--- src/rtl/pipe_ctrl.sv ---
// Pipeline control unit: stall/flush generation, exception and interrupt entry, ERET return.
// Exceptions redirect through a two-cycle FLUSH -> REDIRECT sequence; ERET redirects in place.
module pipe_ctrl #(
  parameter int unsigned WORD_ADDR_WIDTH = 30,
  parameter int unsigned ISA_EXP_BUS     = 3,
  parameter int unsigned CTRL_OP_BUS     = 2,
  parameter logic [WORD_ADDR_WIDTH-1:0] EXC_VECTOR = 30'h40
) (
  input  logic                       clk_i,
  input  logic                       rst_i,
  input  logic                       if_busy_i,
  input  logic                       mem_busy_i,
  input  logic                       ld_hazard_i,
  input  logic                       irq_i,
  input  logic                       mem_en_i,
  input  logic [WORD_ADDR_WIDTH-1:0] mem_pc_i,
  input  logic [ISA_EXP_BUS-1:0]     mem_exp_code_i,
  input  logic [CTRL_OP_BUS-1:0]     mem_ctrl_op_i,
  output logic                       if_stall_o,
  output logic                       id_stall_o,
  output logic                       ex_stall_o,
  output logic                       mem_stall_o,
  output logic                       if_flush_o,
  output logic                       id_flush_o,
  output logic                       ex_flush_o,
  output logic                       mem_flush_o,
  output logic [WORD_ADDR_WIDTH-1:0] new_pc_o,
  output logic                       new_pc_vld_o,
  output logic                       int_detect_o,
  output logic [WORD_ADDR_WIDTH-1:0] epc_o,
  output logic [ISA_EXP_BUS-1:0]     exp_code_o,
  output logic                       ie_o
);

  typedef enum logic [1:0] {
    RUN      = 2'd0,
    FLUSH    = 2'd1,
    REDIRECT = 2'd2
  } state_e;

  localparam logic [CTRL_OP_BUS-1:0] OP_ERET  = CTRL_OP_BUS'(2);
  localparam logic [ISA_EXP_BUS-1:0] CODE_IRQ = ISA_EXP_BUS'(1);

  state_e                     state_q, state_d;
  logic [WORD_ADDR_WIDTH-1:0] new_pc_q, new_pc_d;
  logic [WORD_ADDR_WIDTH-1:0] epc_q, epc_d;
  logic [ISA_EXP_BUS-1:0]     exp_code_q, exp_code_d;
  logic                       ie_q, ie_d;

  // Stage vectors are ordered {IF, ID, EX, MEM}.
  logic [3:0] stall, flush;
  logic       int_detect, new_pc_vld;
  logic       exc_evt, irq_evt, eret_evt;

  assign exc_evt  = mem_en_i && (mem_exp_code_i != '0);
  assign irq_evt  = irq_i && ie_q && mem_en_i;
  assign eret_evt = mem_en_i && (mem_ctrl_op_i == OP_ERET) && !exc_evt && !irq_evt;

  always_ff @(posedge clk_i) begin
    if (rst_i) begin
      state_q    <= RUN;
      new_pc_q   <= '0;
      epc_q      <= '0;
      exp_code_q <= '0;
      ie_q       <= 1'b0;
    end else begin
      state_q    <= state_d;
      new_pc_q   <= new_pc_d;
      epc_q      <= epc_d;
      exp_code_q <= exp_code_d;
      ie_q       <= ie_d;
    end
  end

  always_comb begin
    state_d    = state_q;
    new_pc_d   = new_pc_q;
    epc_d      = epc_q;
    exp_code_d = exp_code_q;
    ie_d       = ie_q;
    stall      = '0;
    flush      = '0;
    int_detect = 1'b0;
    new_pc_vld = 1'b0;

    unique case (state_q)
      RUN: begin
        if (mem_busy_i) begin
          stall = 4'b1111;
        end else if (exc_evt || irq_evt) begin
          int_detect = 1'b1;
          flush      = 4'b1111;
          epc_d      = mem_pc_i;
          exp_code_d = exc_evt ? mem_exp_code_i : CODE_IRQ;
          ie_d       = 1'b0;
          state_d    = FLUSH;
        end else begin
          if (ld_hazard_i) begin
            stall[3] = 1'b1;
            stall[2] = 1'b1;
            flush[1] = 1'b1;
          end else if (if_busy_i) begin
            stall[3] = 1'b1;
            flush[2] = 1'b1;
          end
          if (eret_evt) begin
            flush      = flush | 4'b1110;
            new_pc_vld = 1'b1;
            new_pc_d   = epc_q;
            ie_d       = 1'b1;
          end
        end
      end
      FLUSH: begin
        flush   = 4'b1111;
        state_d = REDIRECT;
      end
      REDIRECT: begin
        new_pc_vld = 1'b1;
        new_pc_d   = EXC_VECTOR;
        state_d    = RUN;
      end
      default: state_d = RUN;
    endcase

    // A flush always overrides a stall on the same stage.
    stall = stall & ~flush;

    // Keep controls quiet while reset is asserted so an aborted sequence never strobes.
    if (rst_i) begin
      stall      = '0;
      flush      = '0;
      int_detect = 1'b0;
      new_pc_vld = 1'b0;
      new_pc_d   = new_pc_q;
    end
  end

  assign {if_stall_o, id_stall_o, ex_stall_o, mem_stall_o} = stall;
  assign {if_flush_o, id_flush_o, ex_flush_o, mem_flush_o} = flush;
  assign int_detect_o = int_detect;
  assign new_pc_vld_o = new_pc_vld;
  assign new_pc_o     = new_pc_d;
  assign epc_o        = epc_q;
  assign exp_code_o   = exp_code_q;
  assign ie_o         = ie_q;

endmodule

--- config.mk ---
export PLATFORM = sky130hd
export DESIGN_NAME = pipe_ctrl
export DESIGN_NICKNAME = d
export VERILOG_FILES = /design/src/rtl/pipe_ctrl.sv
export SDC_FILE = /design/constraint.sdc
export NUM_CORES = 1
export LEC_CHECK = 0
export CAP_MARGIN = 40
export CORE_ASPECT_RATIO = 0.9
export CORE_MARGIN = 10
export CORE_UTILIZATION = 44
export DETAILED_ROUTE_END_ITERATION = 10
export PLACE_DENSITY = 0.79
export SYNTH_ARGS = -nofsm -noshare
export SYNTH_HDL_FRONTEND = slang
export SYNTH_SLANG_ARGS = --single-unit
--- constraint.sdc ---
create_clock -name clk_i -period 2.8 [get_ports clk_i]
set_clock_uncertainty 0.2 [all_clocks]
set_input_delay 0.56 -clock clk_i [delete_from_list [all_inputs] [get_ports clk_i]]
set_output_delay 0.56 -clock clk_i [all_outputs]
set_load 0.01 [all_outputs]
**Word level (Yosys, flattened, before mapping)**

Index checks and enable logic that the tools add are counted.

- Input port bits: 42
- Logic and storage cells: 62
- Output and inout port bits: 74
- Bits in registers: 66

- Bitwise operators: 3
- Equality and inequality tests: 5
- Mux-type cells: 34
- Reduce and logical (&&, ||, !) cells: 15

Operator list:

| kind | number |
|---|---|
| 30-bit 2-to-1 mux | 4 |
| 30-bit case mux with 2 select lines | 1 |
| 4-bit 2-to-1 mux | 6 |
| 1-bit 2-to-1 mux | 14 |
| 2-bit 2-to-1 mux | 5 |
| 4-bit case mux with 2 select lines | 1 |
| 1-bit logical AND | 6 |
| 3-bit AND reduction | 2 |
| 4-bit bitwise AND | 1 |
| 2-bit equality test (second input constant) | 2 |
| 2-bit != test (second input constant) | 2 |
| 4-bit NOT | 1 |
| 2-bit case mux with 2 select lines | 1 |
| 3-bit 2-to-1 mux | 1 |
| 3-bit nonzero test | 1 |
| 2-bit by 1-bit equality test with 1-bit output (second input constant) | 1 |
| 1-bit logical NOT | 2 |
| 2-bit logical NOT | 1 |
| 1-bit case mux with 2 select lines | 1 |
| 2-bit AND reduction | 1 |
| 2-bit nonzero test | 1 |
| 1-bit logical OR | 1 |
| 1-bit NOT | 1 |

**Longest topological paths before layout**

Gate-level depths: netlist of run 1.

- Depth after elaboration: 12
- Depth in mapped cells: 6
- Depth with buffers taken out: 3

**Worst setup path after synthesis of run 1**

No wires, ideal clock.

- Path kind: input-to-output
- Start: input irq_i
- End: output mem_flush_o
- Cell stages on the path: 5
- Required time: 2.040 ns
- Data arrival time: 1.700 ns
- Path slack: 0.340 ns
- Cells stage by stage: a2111o_1 -> and3_1 -> buf_2 -> buf_6 -> or2_1

- Longest elaborated chain between the ends: 7

RTL lines:

| what | line | source |
|---|---|---|
| start: declaration | 14 | `input logic irq_i,` |
| 1-bit logical AND (2 in series) | 56 | `assign irq_evt = irq_i && ie_q && mem_en_i;` |
| 1-bit logical OR | 90 | `end else if (exc_evt \|\| irq_evt) begin` |
| 4-bit 2-to-1 mux | 90 |  |
| 4-bit 2-to-1 mux | 88 | `if (mem_busy_i) begin` |
| 4-bit case mux with 2 select lines | 86 | `unique case (state_q)` |
| 4-bit 2-to-1 mux | 130 | `if (rst_i) begin` |
| end: declaration | 26 | `output logic mem_flush_o,` |

Every way passes these cells.

**Worst setup path in the final report of run 1**

- Start: input rst_i
- End: output mem_stall_o

- Longest elaborated chain between the ends: 1

RTL lines:

| what | line | source |
|---|---|---|
| start: declaration | 10 | `input logic rst_i,` |
| 4-bit 2-to-1 mux | 130 |  |
| end: declaration | 22 | `output logic mem_stall_o,` |

Every way passes these cells.

==> out/summary.json, run 1 <==
{
  "run_status": {"value": "finished, final reports clean"},
  "holdPathStages": {"value": 1},
  "grt_most_used_layer": {"value": "met2"},
  "globalRouteTotalUtil": {"value": 20.7, "unit": "%"},
  "numPlacedInstances": {"value": 561},
  "cts.clk_slew.worst_paths": {"value": 60, "unit": "ps"},
  "final_period_minus_worst_setup_slack": {"value": 2750, "unit": "ps"},
  "areaGrowthSynthToFinish": {"value": 57.2, "unit": "%"},
  "detailedRoute.firstIterationViolations": {"value": 178},
  "critPathBufInv": {"value": 3},
  "yosysSeqAreaShare": {"value": 42.2, "unit": "%"},
  "total_switching_power": {"value": 0.530, "unit": "mW"},
  "drive_above_1_share": {"value": 24.2, "unit": "%"},
  "post_synth_inst_count": {"value": 358},
  "num_rows": {"value": 29},
  "timing.critical_path.fanout_max": {"value": 7},
  "io_buffers": {"value": 115},
  "power_leakage": {"value": 1.90, "unit": "nW"},
  "hold_end": {"value": "exp_code_o[0]"},
  "grt_pass1_vias": {"value": 3659},
  "synthArstFlopShare": {"value": 0, "unit": "%"},
  "finalSetupViolations": {"value": 0},
  "setup.worst_path.end_class": {"value": "output port"},
  "hold_violations": {"value": 0},
  "cellPowerDensity": {"value": 427, "unit": "nW/um^2"},
  "share_seq_of_total_power": {"value": 47.0, "unit": "%"},
  "layout.filler_cells": {"value": 562},
  "clk_latency": {"value": 330, "unit": "ps"},
  "crit-reg2reg-capture": {"value": "new_pc_q[3]"},
  "class_of_the_most_critical_setup_path": {"value": "in -> out"},
  "wire_per_inst": {"value": 19.7, "unit": "um"},
  "least_margin_pin_slew": {"value": 375, "unit": "ps"},
  "die_w": {"value": 109, "unit": "um"},
  "worst_reg2reg_path_startpoint": {"value": "ie_o"},
  "reg2regPathDepth": {"value": 13},
  "die_area": {"value": 10900, "unit": "um^2"},
  "m2_gr_usage": {"value": 34.3, "unit": "%"},
  "cp.required": {"value": 2040, "unit": "ps"},
  "final-max-slew-violation-count": {"value": 0},
  "antenna-diode-count": {"value": 0},
  "antenna_found_initial": {"value": 0},
  "synth.distinct_cells": {"value": 35},
  "grt.overflow.total": {"value": 0},
  "slowest_stage_cell_cp": {"value": "clkdlybuf4s50_1"},
  "core_region_area": {"value": 7000, "unit": "um^2"},
  "ys_warn_count": {"value": 0},
  "floorplan.die.height": {"value": 100, "unit": "um"},
  "clockPowerShare": {"value": 37.4, "unit": "%"},
  "postCtsHoldBufs": {"value": 0},
  "post_drt_via_cell_ratio": {"value": 5.92},
  "grt_met1_usage": {"value": 24.5, "unit": "%"},
  "htreeDepth": {"value": 3},
  "flip_flop_and_latch_count_after_synthesis": {"value": 66},
  "detailed_place.area": {"value": 4550, "unit": "um^2"},
  "critical_path.max_stage_delay": {"value": 530, "unit": "ps"},
  "synth.net_count": {"value": 400},
  "syn_area": {"value": 3130, "unit": "um^2"},
  "endpoint_arrival_time_on_the_critical_path": {"value": 1990, "unit": "ps"},
  "cts_num_sinks": {"value": 66},
  "timing.critical_path.from_type": {"value": "input pin"},
  "route.detailed.drc": {"value": 0},
  "finalSetupTns": {"value": 0, "unit": "ps"},
  "start_util": {"value": 44.8, "unit": "%"},
  "cp_top_family": {"value": "buffers and inverters"},
  "routed_wirelength": {"value": 11800, "unit": "um"},
  "reg2reg_slack": {"value": 150, "unit": "ps"},
  "ir_drop": {"value": 0.302, "unit": "mV"},
  "antenna_left": {"value": 0},
  "tritoncts": {"value": "done"},
  "final_min_period_over_clock_period": {"value": 98.4, "unit": "%"},
  "grt_max_degree": {"value": 29},
  "final_design_instance_area_without_fill": {"value": 4930, "unit": "um^2"},
  "dpl.hpwl": {"value": 7920, "unit": "um"},
  "grt_first_pass_wirelength": {"value": 18300, "unit": "um"},
  "post_layout_nonfiller_instances": {"value": 601},
  "hp-start": {"value": "exp_code_o[0]"},
  "routed-via-count": {"value": 3556},
  "clockRootBuffer": {"value": "clkbuf_8"},
  "switching_share": {"value": 25.2, "unit": "%"},
  "share_comb_of_total_power": {"value": 15.6, "unit": "%"},
  "relSlewSlack": {"value": 74.7, "unit": "%"},
  "synth-edff-count": {"value": 0},
  "worstPathCellList": {"value": "dlygate4sd2_1, nor3_4, buf_6, and2_1, clkdlybuf4s50_1"},
  "cts_inserted_buffers": {"value": 9},
  "post_synth.cell_area_avg": {"value": 8.75, "unit": "um^2"},
  "grt_use_met3": {"value": 6.47, "unit": "%"},
  "num_io_pins": {"value": 116},
  "fmax": {"value": 363, "unit": "MHz"},
  "final_core_utilization": {"value": 70.3, "unit": "%"},
  "power_report.internal_total": {"value": 1.57, "unit": "mW"},
  "hp-class": {"value": "reg -> reg"},
  "first_pass_iters": {"value": 4},
  "cts_buffer_depth": {"value": 2},
  "design.final.nets": {"value": 546},
  "max-cap-violations": {"value": 0},
  "synth_top_flop_cell": {"value": "dfxtp_1"},
  "finalWeightedCongestion": {"value": 0.779}
}
-- power by group through the flow --
stage	Clock, mW	Combinational, mW	Sequential, mW
after CTS	0.801	0.318	0.988
after floorplan	0	0.109	1.01
after global routing	0.833	0.348	0.991
after detailed placement	0	0.312	1.01
final	0.787	0.327	0.988
after global placement	0	0.307	1.01
-- logic make-up after synthesis --
kind of cell	share of synthesized area, %
simple gates	18.0
compound gates	29.9
buf+inv	9.94
flops	42.2
-- layout make-up --
type                       instances  area [um^2]  area share, %
sequential                        66         1330           26.9
inverter                          32          120           2.44
multi-input combinational        221         1590           32.2
clock inverter                     3         40.0          0.813
timing repair buffer             174         1590           32.3
clock buffer                      12          145           2.95
tap                               93          116           2.36
-- layer usage --
| metal | vias to the layer above | share of wire [%] |
|---|---|---|
| met5 | - | 0 |
| met3 | 18 | 8.2 |
| met1 | 1725 | 42 |
| li1 | 1654 | - |
| met4 | 0 | 1.5 |
| met2 | 159 | 48 |
-- per-stage QoR --
step	worst slack (ps)	hold slack, ps	total power, mW
6_report	45.9	288	2.10
4_1_cts	-4.77	284	2.11
2_1_floorplan	340	262	1.12
3_3_place_gp	-587	263	1.32
3_5_place_dp	-653	267	1.32
5_1_grt	-2.89	301	2.17
-- registers in the layout, summed over array words and instances, names as in the netlist --
| name | count |
|---|---|
| new_pc_q | 30 |
| ie_o | 1 |
| exp_code_o | 3 |
| state_q | 2 |
| epc_o | 30 |
-- layout by cell type, fill, tap and decap left out, types with 3 or more instances in the layout --
cell              n
clkdlybuf4s50_1  68
dfxtp_1          65
nand2_1          58
buf_4            45
a22o_1           33
inv_1            32
nand4_1          30
o311ai_0         28
buf_2            24
o311ai_1         22
clkbuf_8         10
dlygate4sd2_1     7
o311ai_2          6
clkbuf_2          6
buf_12            6
a21oi_1           5
clkdlybuf4s15_1   5
clkdlybuf4s15_2   5
buf_6             5
nand2b_1          3
o311a_1           3
nor2b_1           3
nor2_1            3
-- repair_timing --
item,in CTS,in global routing
pin swaps,8,6
gates resized for setup,165,28
buffers inserted,18,5
gates cloned,3,0
endpoints found under the setup margin,40,37
-- Yosys cell counts (4+ instances only) --
cell / instances / area share [%]
dfxtp_1: 66 / 42
o311ai_1: 25 / 7.0
nor2b_1: 4 / 0.80
o311ai_0: 31 / 8.7
a21oi_1: 5 / 0.80
nand4_1: 30 / 6.0
buf_2: 9 / 1.4
inv_1: 32 / 3.8
nand2_1: 58 / 6.9
a22o_1: 33 / 9.2
clkbuf_1: 24 / 2.9
-- worst max path at each step --
| stage | cells past startpoint | from | slack (ps) | end |
|---|---|---|---|---|
| 6_report | 5 | rst_i | 50 | mem_stall_o |
| 5_1_grt | 5 | rst_i | -3 | ex_stall_o |
| 4_1_cts | 8 | irq_i | -5 | new_pc_o[7] |
| 3_5_place_dp | 7 | mem_exp_code_i[2] | -650 | new_pc_o[7] |
| 3_3_place_gp | 7 | mem_exp_code_i[2] | -590 | new_pc_o[3] |
| 2_1_floorplan | 5 | irq_i | 340 | mem_flush_o |
Power figures use the tool's default switching activity.
==> run 2: changes to the inputs <==
--- a/config.mk
+++ b/config.mk
@@ -8,9 +8,9 @@
 export CAP_MARGIN = 40
 export CORE_ASPECT_RATIO = 0.9
 export CORE_MARGIN = 10
-export CORE_UTILIZATION = 44
+export CORE_UTILIZATION = 40
 export DETAILED_ROUTE_END_ITERATION = 10
-export PLACE_DENSITY = 0.79
+export PLACE_DENSITY = 0.76
 export SYNTH_ARGS = -nofsm -noshare
 export SYNTH_HDL_FRONTEND = slang
 export SYNTH_SLANG_ARGS = --single-unit
==> constraint.sdc (replaced) <==
create_clock -name clk_i -period 2.31 [get_ports clk_i]
set_clock_uncertainty 0.2 [all_clocks]
set_input_delay 0.462 -clock clk_i [delete_from_list [all_inputs] [get_ports clk_i]]
set_output_delay 0.462 -clock clk_i [all_outputs]
set_load 0.01 [all_outputs]
==> run 2 against run 1 <==
Compared with the run above:
- the run now ends with negative setup slack left
- final area grew 8.2%
- sequential cell count unchanged
- setup slack got worse by 320 ps
- largest power group unchanged
- largest cell class unchanged
- total power rose by 25%
- global-route usage decreased by 0.50 points
- critical endpoint is now new_pc_o[12]
- core utilization about the same
==> out/summary.json, run 2 (synthesized netlist as in run 1, its figures left out) <==
{
  "run_status": {"value": "complete, but fails checks"},
  "failed_checks": {"value": "negative setup slack"},
  "grt_max_degree": {"value": 29, "change": "unchanged"},
  "timing.critical_path.from_type": {"value": "flip-flop"},
  "final-max-slew-violation-count": {"value": 0, "change": "unchanged"},
  "die_area": {"value": 11800, "unit": "um^2", "change": "+8.0%"},
  "final_cell_mix": {"value": "clkdlybuf4s50_1, dfxtp_1, nand2_1"},
  "numPlacedInstances": {"value": 569, "change": "+1.4%"},
  "hold_violations": {"value": 0, "change": "unchanged"},
  "finalSetupViolations": {"value": 38, "change": "+38"},
  "cts_buffer_depth": {"value": 2, "change": "unchanged"},
  "power_report.internal_total": {"value": 1.96, "unit": "mW", "change": "+24%"},
  "core_region_area": {"value": 7580, "unit": "um^2", "change": "+8.3%"},
  "cts_inserted_buffers": {"value": 9, "change": "unchanged"},
  "first_pass_iters": {"value": 5, "change": "+1"},
  "floorplan.die.height": {"value": 104, "unit": "um", "change": "+3.9%"},
  "num_rows": {"value": 30, "change": "+3.4%"},
  "class_of_the_most_critical_setup_path": {"value": "reg -> out"},
  "setup.worst_path.end_class": {"value": "output port"},
  "power_leakage": {"value": 2.10, "unit": "nW", "change": "+11%"},
  "setup_slack": {"value": -270, "unit": "ps", "change": "-316 ps"},
  "hp-class": {"value": "reg -> reg"},
  "cts.clk_slew.worst_paths": {"value": 70, "unit": "ps", "change": "about the same"},
  "worst_path_most_repeated_cell": {"value": "buf_12"},
  "clk_latency": {"value": 350, "unit": "ps", "change": "+20 ps"},
  "detailedRoute.firstIterationViolations": {"value": 195, "change": "+9.6%"},
  "preCtsSetupSlack": {"value": -942, "unit": "ps", "change": "-289 ps"},
  "wire_per_inst": {"value": 20.1, "unit": "um", "change": "+2.5%"},
  "ir_drop": {"value": 0.298, "unit": "mV", "change": "-1.6%"},
  "dpl.hpwl": {"value": 7950, "unit": "um", "change": "+0.34%"},
  "timing.critical_path.fanout_max": {"value": 7, "change": "unchanged"},
  "cts_num_sinks": {"value": 66, "change": "unchanged"},
  "antenna_found_initial": {"value": 0, "change": "unchanged"},
  "tritoncts": {"value": "done"},
  "slowest_stage_cell_cp": {"value": "dfxtp_4"},
  "grt.overflow.total": {"value": 0, "change": "unchanged"},
  "critPathBufInv": {"value": 5, "change": "+2"},
  "critical_path.max_stage_delay": {"value": 360, "unit": "ps", "change": "-170 ps"},
  "max-cap-violations": {"value": 0, "change": "unchanged"},
  "io_buffers": {"value": 115, "change": "unchanged"},
  "antenna_left": {"value": 0, "change": "unchanged"},
  "post_layout_nonfiller_instances": {"value": 628, "change": "+4.5%"},
  "clockRootBuffer": {"value": "clkbuf_8"},
  "routed_wirelength": {"value": 12700, "unit": "um", "change": "+7.1%"},
  "switching_share": {"value": 25.8, "unit": "%", "change": "+0.63 points"},
  "cellPowerDensity": {"value": 495, "unit": "nW/um^2", "change": "+16%"},
  "least_margin_pin_slew": {"value": 381, "unit": "ps", "change": "+6.35 ps"},
  "grt_first_pass_wirelength": {"value": 19800, "unit": "um", "change": "+7.8%"},
  "final_design_instance_area_without_fill": {"value": 5330, "unit": "um^2", "change": "+8.2%"},
  "fmax": {"value": 388, "unit": "MHz"},
  "route.detailed.drc": {"value": 0, "change": "unchanged"},
  "areaGrowthSynthToFinish": {"value": 70.1, "unit": "%"},
  "total_switching_power": {"value": 0.681, "unit": "mW", "change": "+29%"},
  "cp_top_family": {"value": "buffers and inverters"},
  "relSlewSlack": {"value": 74.3, "unit": "%", "change": "-0.43 points"},
  "layout.filler_cells": {"value": 560, "change": "-0.36%"},
  "share_seq_of_total_power": {"value": 45.4, "unit": "%", "change": "-1.6 points"},
  "final_period_minus_worst_setup_slack": {"value": 2580, "unit": "ps"},
  "post_drt_via_cell_ratio": {"value": 5.87, "change": "-0.77%"},
  "die_w": {"value": 113, "unit": "um", "change": "+4.0%"},
  "rsz_0062_raised_after_global_routing": {"value": "yes"},
  "endpoint_arrival_time_on_the_critical_path": {"value": 1920, "unit": "ps", "change": "-70 ps"},
  "grt_pass1_vias": {"value": 3744, "change": "+2.3%"},
  "routed-via-count": {"value": 3687, "change": "+3.7%"},
  "finalSetupTns": {"value": -7050, "unit": "ps", "change": "-7050 ps"},
  "finalWeightedCongestion": {"value": 0.810, "change": "+4.1%"},
  "antenna-diode-count": {"value": 0, "change": "unchanged"},
  "final_min_period_over_clock_period": {"value": 112, "unit": "%"},
  "design.final.nets": {"value": 569, "change": "+4.2%"},
  "globalRouteTotalUtil": {"value": 20.2, "unit": "%", "change": "-0.50 points"},
  "share_comb_of_total_power": {"value": 16.5, "unit": "%", "change": "+0.9 points"},
  "detailed_place.area": {"value": 4620, "unit": "um^2", "change": "+1.5%"},
  "drive_above_1_share": {"value": 32.7, "unit": "%", "change": "+8.5 points"},
  "cp.required": {"value": 1650, "unit": "ps", "change": "-390 ps"},
  "num_io_pins": {"value": 116, "change": "unchanged"},
  "worstPathCellList": {"value": "a2111oi_4, buf_4, and2_4, buf_12, buf_12, buf_6, o311ai_4, buf_2"},
  "layout_commonest_cell": {"value": "clkdlybuf4s50_1"},
  "clockPowerShare": {"value": 38.1, "unit": "%", "change": "+0.7 points"},
  "worst_hold_slack_after_final_layout": {"value": 300, "unit": "ps", "change": "+12.3 ps"},
  "start_util": {"value": 41.3, "unit": "%", "change": "-3.4 points"},
  "htreeDepth": {"value": 3, "change": "unchanged"}
}
[run 2: cell count changes in the layout (fill, tap and decap cells not counted), moves of 3 or more]
cell / before / now
dlygate4sd2_1: 7 / 2
clkdlybuf4s15_2: 5 / 0
o311ai_4: 0 / 3
buf_4: 45 / 53
buf_6: 5 / 19
o311ai_1: 22 / 17
buf_12: 6 / 10
buf_2: 24 / 34
clkdlybuf4s15_1: 5 / 1
[run 2: layout make-up]
cell class / instances / area, um^2 / share of cell area [%]
flip-flops and latches: 66 / 1330 / 25.0
multi-input cells: 221 / 1710 / 32.0
clock buffers: 11 / 151 / 2.84
clock inverters: 5 / 52.6 / 0.986
well taps: 96 / 120 / 2.25
inverters: 32 / 120 / 2.25
repair buffers: 197 / 1850 / 34.7
[run 2: metal layers]
metal | track usage (%) | up-vias | routed length, um
met5 | 0 | - | 0
met4 | 5.71 | 0 | 157
met3 | 7.15 | 16 | 1110
met2 | 32.9 | 182 | 6040
met1 | 24.3 | 1791 | 5350
li1 | - | 1698 | -
[run 2: metrics by stage]
| step | utilization, % | power, mW |
|---|---|---|
| floorplan | - | 1.36 |
| global placement | 60.9 | 1.61 |
| detailed placement | 60.9 | 1.61 |
| CTS | 67.8 | 2.63 |
| global route | 70.3 | 2.73 |
| finish | 70.3 | 2.64 |
[run 2: power by group through the flow]
stage	combinational [mW]	sequential (mW)	clock, mW
finish	0.434	1.20	1.01
CTS	0.412	1.20	1.02
floorplan	0.132	1.23	0
global placement	0.386	1.22	0
global route	0.458	1.20	1.07
detailed placement	0.390	1.22	0
[run 2: worst paths after layout]
path | start | to | slack, ps | depth (start not counted)
worst max-delay path | ie_o | new_pc_o[12] | -270 | 8
worst min-delay path | exp_code_o[1] | exp_code_o[1] | 300 | 1
worst max register to register | ie_o | new_pc_q[27] | 160 | 9
worst min register to register | exp_code_o[1] | exp_code_o[1] | 300 | 1
[run 2: what timing repair did]
action                                  4_1_cts  5_1_grt
pin swaps                                    11       12
setup buffers                                27       14
hold buffers                                  0        0
endpoints found under the setup margin       40       38
gates resized for setup                     245       33
endpoints found under the hold margin         0        0
cloned                                        4        1
==> run 3: changes to the inputs <==
--- a/config.mk
+++ b/config.mk
@@ -11,6 +11,7 @@
 export CORE_UTILIZATION = 40
 export DETAILED_ROUTE_END_ITERATION = 10
 export PLACE_DENSITY = 0.76
+export SETUP_SLACK_MARGIN = 0.3
 export SYNTH_ARGS = -nofsm -noshare
 export SYNTH_HDL_FRONTEND = slang
 export SYNTH_SLANG_ARGS = --single-unit
==> run 3 against run 2 <==
Compared with the run above:
- the run still ends with negative setup slack left
- total power grew 1.4%
- clock power shrank 5%
- cell count grew 1.6%
- register-to-register slack lost 70 ps
- sequential share of layout area shrank 2.1 points
==> out/summary.json, run 3 (synthesized netlist as in run 1, its figures left out) <==
{
  "run_status": {"value": "complete, but fails checks"},
  "failed_checks": {"value": "negative setup slack"},
  "final-max-slew-violation-count": {"value": 0, "change": "unchanged"},
  "clockRootBuffer": {"value": "clkbuf_8"},
  "finalWeightedCongestion": {"value": 0.769, "change": "-5.1%"},
  "cellPowerDensity": {"value": 458, "unit": "nW/um^2", "change": "-7.4%"},
  "tritoncts": {"value": "done"},
  "floorplan.die.height": {"value": 104, "unit": "um", "change": "unchanged"},
  "wire_per_inst": {"value": 21.8, "unit": "um", "change": "+8.3%"},
  "grt_use_met3": {"value": 8.19, "unit": "%", "change": "+1.0 points"},
  "slowest_stage_cell_cp": {"value": "a2111oi_4"},
  "detailed_place.area": {"value": 4980, "unit": "um^2", "change": "+8.0%"},
  "worstSetupPathDepth": {"value": 8, "change": "unchanged"},
  "fin_total_pwr": {"value": 2.67, "unit": "mW", "change": "+1.4%"},
  "first_pass_iters": {"value": 5, "change": "unchanged"},
  "antenna_found_initial": {"value": 0, "change": "unchanged"},
  "detailedRoute.firstIterationViolations": {"value": 281, "change": "+44%"},
  "grt_first_pass_wirelength": {"value": 20100, "unit": "um", "change": "+1.6%"},
  "critPathBufInv": {"value": 5, "change": "unchanged"},
  "switching_share": {"value": 27.0, "unit": "%", "change": "+1.2 points"},
  "max-cap-violations": {"value": 0, "change": "unchanged"},
  "grt_max_degree": {"value": 29, "change": "unchanged"},
  "setup.worst_path.end_class": {"value": "output port"},
  "final_period_minus_worst_setup_slack": {"value": 2630, "unit": "ps", "change": "+50.1 ps"},
  "dpl.hpwl": {"value": 8170, "unit": "um", "change": "+2.8%"},
  "num_io_pins": {"value": 116, "change": "unchanged"},
  "critical_path.max_stage_delay": {"value": 290, "unit": "ps", "change": "-70 ps"},
  "antenna-diode-count": {"value": 0, "change": "unchanged"},
  "final_min_period_over_clock_period": {"value": 114, "unit": "%", "change": "+2.2 points"},
  "postCtsHoldBufs": {"value": 0, "change": "unchanged"},
  "final_cell_mix": {"value": "dfxtp_1, clkdlybuf4s50_1, nand2_1"},
  "timing.critical_path.to": {"value": "new_pc_o[1]"},
  "share_comb_of_total_power": {"value": 19.2, "unit": "%", "change": "+2.7 points"},
  "core_region_area": {"value": 7580, "unit": "um^2", "change": "unchanged"},
  "hold_violations": {"value": 0, "change": "unchanged"},
  "die_w": {"value": 113, "unit": "um", "change": "unchanged"},
  "ir_drop": {"value": 0.285, "unit": "mV", "change": "-4.3%"},
  "cts_inserted_buffers": {"value": 9, "change": "unchanged"},
  "routed_wirelength": {"value": 13900, "unit": "um", "change": "+10%"},
  "setup_slack": {"value": -320, "unit": "ps", "change": "-50.1 ps"},
  "class_of_the_most_critical_setup_path": {"value": "in -> out"},
  "htreeDepth": {"value": 3, "change": "unchanged"},
  "clockPowerShare": {"value": 36.0, "unit": "%", "change": "-2.1 points"},
  "reg2reg_slack": {"value": 90, "unit": "ps", "change": "-70 ps"},
  "areaGrowthSynthToFinish": {"value": 86.3, "unit": "%"},
  "reg2regPathDepth": {"value": 9, "change": "unchanged"},
  "crit-reg2reg-capture": {"value": "exp_code_o[0]"},
  "power_report.internal_total": {"value": 1.95, "unit": "mW", "change": "-0.21%"},
  "area.sequential": {"value": 1330, "unit": "um^2", "change": "+0.19%"},
  "globalRouteTotalUtil": {"value": 20.6, "unit": "%", "change": "+0.36 points"},
  "cp_top_family": {"value": "buffers and inverters"},
  "numPlacedInstances": {"value": 574, "change": "+0.88%"},
  "share_seq_of_total_power": {"value": 44.8, "unit": "%", "change": "-0.6 points"},
  "route.detailed.drc": {"value": 0, "change": "unchanged"},
  "grt_met1_usage": {"value": 23.2, "unit": "%", "change": "-1.1 points"},
  "layout.filler_cells": {"value": 499, "change": "-11%"},
  "relSlewSlack": {"value": 77.8, "unit": "%", "change": "+3.5 points"},
  "endpoint_arrival_time_on_the_critical_path": {"value": 1970, "unit": "ps", "change": "+50 ps"},
  "total_switching_power": {"value": 0.722, "unit": "mW", "change": "+5.9%"},
  "grt_most_used_layer": {"value": "met2"},
  "area_taken_by_multi_input_logic_gates": {"value": 1960, "unit": "um^2", "change": "+15%"},
  "worst_reg2reg_path_startpoint": {"value": "ie_o"},
  "layout_commonest_cell": {"value": "dfxtp_1"},
  "cp-startpoint": {"value": "mem_exp_code_i[1]"},
  "post_drt_via_cell_ratio": {"value": 5.97, "change": "+1.6%"},
  "timing.critical_path.from_type": {"value": "input pin"},
  "final_design_instance_area_without_fill": {"value": 5840, "unit": "um^2", "change": "+9.5%"},
  "grt.overflow.total": {"value": 0, "change": "unchanged"},
  "cp.required": {"value": 1650, "unit": "ps", "change": "about the same"},
  "holdPathStages": {"value": 2, "change": "+1"},
  "m2_gr_usage": {"value": 34.9, "unit": "%", "change": "+2.0 points"},
  "cts.clk_slew.worst_paths": {"value": 70, "unit": "ps", "change": "about the same"},
  "routed-via-count": {"value": 3806, "change": "+3.2%"},
  "worstPathCellList": {"value": "clkdlybuf4s15_2, a2111oi_4, buf_4, buf_6, buf_12, nand4_1, o311ai_4, buf_2"},
  "io_buffers": {"value": 115, "change": "unchanged"},
  "power_leakage": {"value": 2.35, "unit": "nW", "change": "+12%"},
  "num_rows": {"value": 30, "change": "unchanged"},
  "cts_num_sinks": {"value": 66, "change": "unchanged"},
  "design.final.nets": {"value": 579, "change": "+1.8%"},
  "start_util": {"value": 41.3, "unit": "%", "change": "unchanged"},
  "post_layout_nonfiller_instances": {"value": 638, "change": "+1.6%"},
  "final_core_utilization": {"value": 77.0, "unit": "%", "change": "+6.7 points"},
  "hp-class": {"value": "in -> reg"},
  "finalSetupViolations": {"value": 38, "change": "unchanged"},
  "clk_latency": {"value": 340, "unit": "ps", "change": "about the same"},
  "die_area": {"value": 11800, "unit": "um^2", "change": "unchanged"},
  "least_margin_pin_slew": {"value": 329, "unit": "ps", "change": "-52.4 ps"},
  "cts_buffer_depth": {"value": 2, "change": "unchanged"},
  "fmax": {"value": 380, "unit": "MHz", "change": "-1.9%"},
  "rsz_0062_raised_after_global_routing": {"value": "yes"},
  "grt_pass1_vias": {"value": 3768, "change": "+0.64%"},
  "drive_above_1_share": {"value": 38.2, "unit": "%", "change": "+5.5 points"},
  "antenna_left": {"value": 0, "change": "unchanged"},
  "timing.critical_path.fanout_max": {"value": 8, "change": "+1"}
}
[run 3: layout make-up]
class                           instances  share of cell area [%]
Timing Repair Buffer                  207                    36.3
Multi-Input combinational cell        221                    33.5
Sequential cell                        66                    22.8
Clock buffer                           11                    2.25
Inverter                               32                    2.06
Tap cell                               96                    2.06
Clock inverter                          5                   0.943
[run 3: through the flow]
step / TNS, ps / setup slack [ps] / hold WS [ps]
4_1_cts: -7150 / -258 / 203
5_1_grt: -12120 / -379 / 242
6_report: -9560 / -320 / 248
3_3_place_gp: -38560 / -923 / 262
2_1_floorplan: 0 / 96.4 / 275
3_5_place_dp: -42070 / -935 / 270
[run 3: power by group through the flow]
stage          logic [mW]  registers, mW  clock network (mW)
6_report            0.513           1.20               0.964
2_1_floorplan       0.143           1.23                   0
3_3_place_gp        0.403           1.22                   0
5_1_grt             0.539           1.20                1.02
3_5_place_dp        0.411           1.22                   0
4_1_cts             0.460           1.20               0.974
[run 3: timing repair]
item	in CTS	in global routing
resized for setup	241	33
gates cloned	5	3
setup endpoints to repair	103	88
buffers inserted	28	12
pin swaps	21	15
[run 3: worst min path at each step]
stage	start	endpoint
floorplan	new_pc_q[0]	new_pc_q[0]
global placement	exp_code_o[0]	exp_code_o[0]
detailed placement	exp_code_o[1]	exp_code_o[1]
CTS	rst_i	state_q[1]
global route	rst_i	state_q[1]
finish	rst_i	state_q[1]
[run 3: layer usage]
layer / wire length, um / up-vias / part of all wire, %
li1: - / 1726 / -
met1: 5300 / 1841 / 38
met2: 6980 / 205 / 50
met3: 1310 / 34 / 9.4
met4: 325 / 0 / 2.3
met5: 0 / - / 0
